File: config.mk
export PLATFORM = sky130hd
export DESIGN_NAME = fpga_reg_burst_reader
export DESIGN_NICKNAME = d
export VERILOG_FILES = /design/src/rtl/fpga_reg_burst_reader.sv
export SDC_FILE = /design/constraint.sdc
export NUM_CORES = 1
export LEC_CHECK = 0
export ABC_CLOCK_PERIOD_IN_PS = 1630
export CORE_ASPECT_RATIO = 0.6
export CORE_MARGIN = 5
export CORE_UTILIZATION = 44
export DETAILED_ROUTE_END_ITERATION = 8
export GPL_ROUTABILITY_DRIVEN = 1
export PLACE_DENSITY = 0.78
export SYNTH_ARGS = -nofsm -noshare
export SYNTH_HDL_FRONTEND = slang
export SYNTH_SLANG_ARGS = --single-unit
File: constraint.sdc
create_clock -name clk -period 1.63 [get_ports clk]
set_input_delay 0.326 -clock clk [delete_from_list [all_inputs] [get_ports clk]]
set_output_delay 0.326 -clock clk [all_outputs]
set_load 0.03 [all_outputs]
File: src/rtl/fpga_reg_burst_reader.sv
// Purpose: streams a contiguous, wrapping range of register-file words out on a valid/ready port.
// Latency: first beat valid one cycle after command accept; one beat per cycle thereafter.
// Backpressure: m_ready low holds the current beat stable; no new word is fetched until it is taken.
module fpga_reg_burst_reader #(
    parameter int DATA_WIDTH_P    = 8,
    parameter int ADDRESS_WIDTH_P = 4
) (
    input  logic                       clk,
    input  logic                       rst_n,
    input  logic                       cmd_valid,
    output logic                       cmd_ready,
    input  logic [ADDRESS_WIDTH_P-1:0] cmd_start_address,
    input  logic [ADDRESS_WIDTH_P-1:0] cmd_length_m1,
    output logic [ADDRESS_WIDTH_P-1:0] mem_address,
    input  logic [DATA_WIDTH_P-1:0]    mem_data,
    output logic                       m_valid,
    input  logic                       m_ready,
    output logic [DATA_WIDTH_P-1:0]    m_data,
    output logic                       m_last,
    output logic                       busy
);

    typedef enum logic {
        IDLE = 1'b0,
        READ = 1'b1
    } state_t;

    localparam logic [ADDRESS_WIDTH_P-1:0] ADDR_ONE = ADDRESS_WIDTH_P'(1);
    localparam logic [ADDRESS_WIDTH_P-1:0] ADDR_ZERO = '0;

    state_t                      state_q, state_d;
    logic [ADDRESS_WIDTH_P-1:0]  addr_q, addr_d;
    logic [ADDRESS_WIDTH_P-1:0]  remaining_q, remaining_d;
    logic [DATA_WIDTH_P-1:0]     m_data_q, m_data_d;
    logic                        m_valid_q, m_valid_d;
    logic                        m_last_q, m_last_d;
    logic                        busy_q, busy_d;

    // The read address comes straight from a flop so the register file sees no input-to-address path.
    assign mem_address = addr_q;
    assign m_data      = m_data_q;
    assign m_valid     = m_valid_q;
    assign m_last      = m_last_q;
    assign busy        = busy_q;
    // A new command waits until the final beat of the previous burst has drained.
    assign cmd_ready   = (state_q == IDLE) && !m_valid_q;

    // Next-state: accept commands in IDLE, fetch one word per free output slot in READ.
    always_comb begin
        state_d     = state_q;
        addr_d      = addr_q;
        remaining_d = remaining_q;
        m_data_d    = m_data_q;
        m_valid_d   = m_valid_q;
        m_last_d    = m_last_q;
        busy_d      = busy_q;
        case (state_q)
            IDLE: begin
                if (cmd_valid && cmd_ready) begin
                    addr_d      = cmd_start_address;
                    remaining_d = cmd_length_m1;
                    state_d     = READ;
                    busy_d      = 1'b1;
                end else if (m_valid_q && m_ready) begin
                    // Only the final beat of a burst can still be pending in IDLE.
                    m_valid_d = 1'b0;
                    m_last_d  = 1'b0;
                    if (m_last_q) begin
                        busy_d = 1'b0;
                    end
                end
            end
            READ: begin
                // The output slot is free when empty or being consumed this cycle.
                if (!m_valid_q || m_ready) begin
                    m_data_d    = mem_data;
                    m_valid_d   = 1'b1;
                    m_last_d    = (remaining_q == ADDR_ZERO);
                    addr_d      = addr_q + ADDR_ONE;
                    remaining_d = remaining_q - ADDR_ONE;
                    if (remaining_q == ADDR_ZERO) begin
                        state_d = IDLE;
                    end
                end
            end
            default: state_d = IDLE;
        endcase
    end

    // State registers; reset abandons any burst in flight.
    always_ff @(posedge clk or negedge rst_n) begin
        if (!rst_n) begin
            state_q     <= IDLE;
            addr_q      <= '0;
            remaining_q <= '0;
            m_data_q    <= '0;
            m_valid_q   <= 1'b0;
            m_last_q    <= 1'b0;
            busy_q      <= 1'b0;
        end else begin
            state_q     <= state_d;
            addr_q      <= addr_d;
            remaining_q <= remaining_d;
            m_data_q    <= m_data_d;
            m_valid_q   <= m_valid_d;
            m_last_q    <= m_last_d;
            busy_q      <= busy_d;
        end
    end

endmodule

==> impl.org <==
** Floorplanning
- DIE AREA :: 3477 µm²
- Starting density of the core :: 47.17%
- The die is 47.72 µm tall.
- Core box area :: 2212 µm²
- Row count :: 13
- Total I/O pin count :: 36
- The die is 72.87 µm wide.

** Setup path
- Slowest stage cell on the critical path :: sky130_fd_sc_hd__clkdlybuf4s50_1
- Crit-path max cell delay :: 0.67 ns
- The signal on the critical path passes through clkdlybuf4s50_1.
- The critical path in this run is classified as flip-flop to output pin.
- Counting both buffers and inverters, the worst setup path holds a total of 1.
- The worst setup path is launched from a flip-flop.
- Crit. End Element :: output pin
- The cell family contributing the most delay on the critical path is buffers and inverters.
- Worst Path Arrival :: 1.28 ns
- Crit-path max FO :: 2
- Data on the critical path is required at its endpoint by 1.30 ns.

** Logic synthesis
- Yosys warnings :: 0
- Number of instances in the synthesized netlist :: 90
- After synthesis, the mean cell area works out to 11.59 µm².
- By area the synthesized netlist is led by sky130_fd_sc_hd__dfrtp_1 (48%), sky130_fd_sc_hd__mux2_4 (13%), sky130_fd_sc_hd__mux2i_1 (3.8%), sky130_fd_sc_hd__ha_1 (3.6%), sky130_fd_sc_hd__a21oi_1 (3.4%).
- Synthesis produced a netlist with a net count of 113.
- Among all flip-flop cells after synthesis, the most frequent one is sky130_fd_sc_hd__dfrtp_1.
- #FFs+latches synth :: 20
- Sequential elements use 47.96% of the synthesized area.
- By instance count, the leading cell after synthesis is sky130_fd_sc_hd__dfrtp_1.
- Share of the synthesized area in the top cell type :: 47.96%
- Post-synthesis cell type with the largest combined area :: sky130_fd_sc_hd__dfrtp_1
- Fraction of synthesis flops using an asynchronous set or reset pin :: 100.0%
- The commonest cells after synthesis are sky130_fd_sc_hd__dfrtp_1 (20), sky130_fd_sc_hd__mux2_4 (9), sky130_fd_sc_hd__nor2_1 (8).
- Post-synth design cell area :: 1044 µm²
- Yosys mapped a number of flops with a built-in enable equal to 0.
- In this run, distinct cell masters in the synthesized netlist total 26.

** Routing
- Drt initial violations :: 43
- The first detailed-routing pass ran for 4 iterations.
- In the final routed layout, each cell accounts on average for 14.26 µm.
- Final antenna-violating net count :: 0
- Vias per cell :: 5.055
- DRC errors left :: 0
- The final layout contains routed wiring with a total length of 2339 µm.
- Total number of vias :: 829

** GRT
- The first global-routing pass estimated 3884 µm of wire.
- The number of global-route vias before repair was 865.
- Total global routing overflow :: 0
- Global Route Usage Sum :: 15.13%
- The initial antenna violation count is 0.
- Largest net degree at the start of global routing :: 21

** Clocking
- Worst skew pair latency :: 0.26 ns
- H-tree Lvls :: 1
- Sink Count :: 20
- Buffers inserted during clock tree synthesis total 3.
- Clock tree from TritonCTS :: yes
- After clock tree synthesis, the clock-pin slew on the worst setup and hold paths is 0.07 ns.
- Root Buffer Master :: sky130_fd_sc_hd__clkbuf_8
- Worst-case clock buffer depth :: 2
- Number of hold buffers added after cts :: 0

** Timing
- The worst path needs 1.606 ns of the cycle, external delays included.
- Setup repair after global routing missed its margin :: false
- In this run the tightest slew margin relative to its limit is 78.38%.
- Total count of hold-check failures in the final report :: 0
- For this run, the top clock speed supported by timing is 622.6 MHz.
- Final hold slack :: 0.4091 ns
- Total negative slack for setup checks :: 0 ns
- Of the available clock period, the critical path in the final layout requires 98.54%.
- On the final layout, the worst clock skew is 0.002064 ns.
- Final number of setup-violating endpoints :: 0
- Max-slew violation total from the final report :: 0
- The worst path meets setup with 0.02384 ns of slack.
- Slew at the pin closest to its max-slew limit :: 0.3238 ns

** Pwr
- The worst-case IR drop observed on VDD is 0.8639 mV.
- In this run the static leakage power is 0.7758 nW.
- In this run the power density over the cells is 1903 nW/µm².

** Layout
- Area of all placed cells without fillers :: 1550 µm²
- In the final layout, the share of cells above drive strength 1 is 23.88%.
- The finished layout holds 164 standard cells, fillers aside.
- Layout-stage area growth over the synthesis result :: 48.56%
- Count of inserted antenna diode cells :: 0
- # nets final :: 158

** Min path
- Class of the worst hold path :: input pin to asynchronous set/reset pin

** Placement
- The count of buffers added on input and output ports is 35.
- After detailed placement, the total cell area comes to 1479 µm².
- Sum of net half-perimeters after detailed placement :: 1817 µm
- Routability-driven placement finished with a final weighted congestion of 0.7909.
- Worst setup slack after placement :: -0.1393 ns
- Counting tap cells, the placed design contains a total of 160 instances.

** Outcome
- Status :: completed

** Job
- Reported max-cap violation count :: 0
==> flip-flops by register name, indices dropped and copies added (netlist names) <==
signal and cells:
state_q 1, m_last 1, busy 1, mem_address 4, remaining_q 4, m_valid 1
m_data 8
==> timing repair <==
action                                  in CTS  in global routing
endpoints found under the setup margin       5                  9
pin swaps                                    0                  0
resized for setup                            5                  9
endpoints found under the hold margin        0                  0
buffers inserted                             0                  0
==> cell usage in the layout (no fill, tap or decap), types with 3 or more instances in the layout <==
cell	count
sky130_fd_sc_hd__dlygate4sd2_1	5
sky130_fd_sc_hd__buf_4	10
sky130_fd_sc_hd__dfrtp_1	20
sky130_fd_sc_hd__nor2_1	8
sky130_fd_sc_hd__clkbuf_8	4
sky130_fd_sc_hd__o21ai_0	5
sky130_fd_sc_hd__dlymetal6s2s_1	9
sky130_fd_sc_hd__inv_1	3
sky130_fd_sc_hd__nand3_1	3
sky130_fd_sc_hd__a21oi_1	7
sky130_fd_sc_hd__clkdlybuf4s50_1	20
sky130_fd_sc_hd__mux2i_1	4
sky130_fd_sc_hd__mux2_2	3
sky130_fd_sc_hd__ha_1	3
sky130_fd_sc_hd__nand2_1	4
sky130_fd_sc_hd__mux2_4	9
==> stage by stage <==
| step | power, mW | util, % |
|---|---|---|
| 6_report | 2.949 | 70.08 |
| 5_1_grt | 3.140 | 70.08 |
| 4_1_cts | 2.997 | 69.06 |
| 3_5_place_dp | 2.643 | 66.86 |
| 3_3_place_gp | 2.599 | 66.86 |
| 2_1_floorplan | 2.010 | - |
==> cell families (layout without fill, tap and decap cells) <==
logic type / count (synthesis) / count (layout) / synth area share, %
AO/OA/AOI/OAI: 22 / 22 / 14.15
AND/OR/NAND/NOR: 21 / 21 / 9.593
flip-flops: 20 / 20 / 47.96
multiplexers: 16 / 16 / 20.02
buffers and inverters: 8 / 52 / 4.676
adder cells (fa/ha/maj): 3 / 3 / 3.598
==> metal layers <==
metal | wire [µm] | vias up | global-route usage (%)
met3 | 169 | 2 | 6.080
met5 | 0 | - | 0
li1 | - | 408 | -
met4 | 13 | 0 | 4.044
met2 | 1047 | 25 | 23.12
met1 | 1108 | 394 | 20.29
==> power breakdown <==
part | switching (mW) | total (mW) | internal (mW) | leakage (nW)
logic | 0.853 | 1.67 | 0.816 | 0.513
registers | 0.183 | 0.906 | 0.723 | 0.234
clock network | 0.160 | 0.375 | 0.215 | 0.0288
==> final timing paths <==
check                      slack, ns       from             end  depth (start not counted)
max                             0.02  m_data[7]       m_data[7]                          1
min                             0.41      rst_n  mem_address[2]                          2
max reg2reg                     0.24    m_valid  remaining_q[3]                          5
min reg2reg                     0.51  m_data[2]       m_data[2]                          1
max in group asynchronous       1.01      rst_n  remaining_q[0]                          2
min in group clk                0.51  m_data[2]       m_data[2]                          1
==> cell type report <==
type / count / area (µm²)
timing repair buffer: 45 / 451.7
inverter: 3 / 11.26
multi-input combinational: 62 / 494.2
sequential: 20 / 500.5
clock buffer: 4 / 55.05
tap: 30 / 37.54
fill: 172 / 661.9
Note: power is estimated with default switching activity, not from simulation.
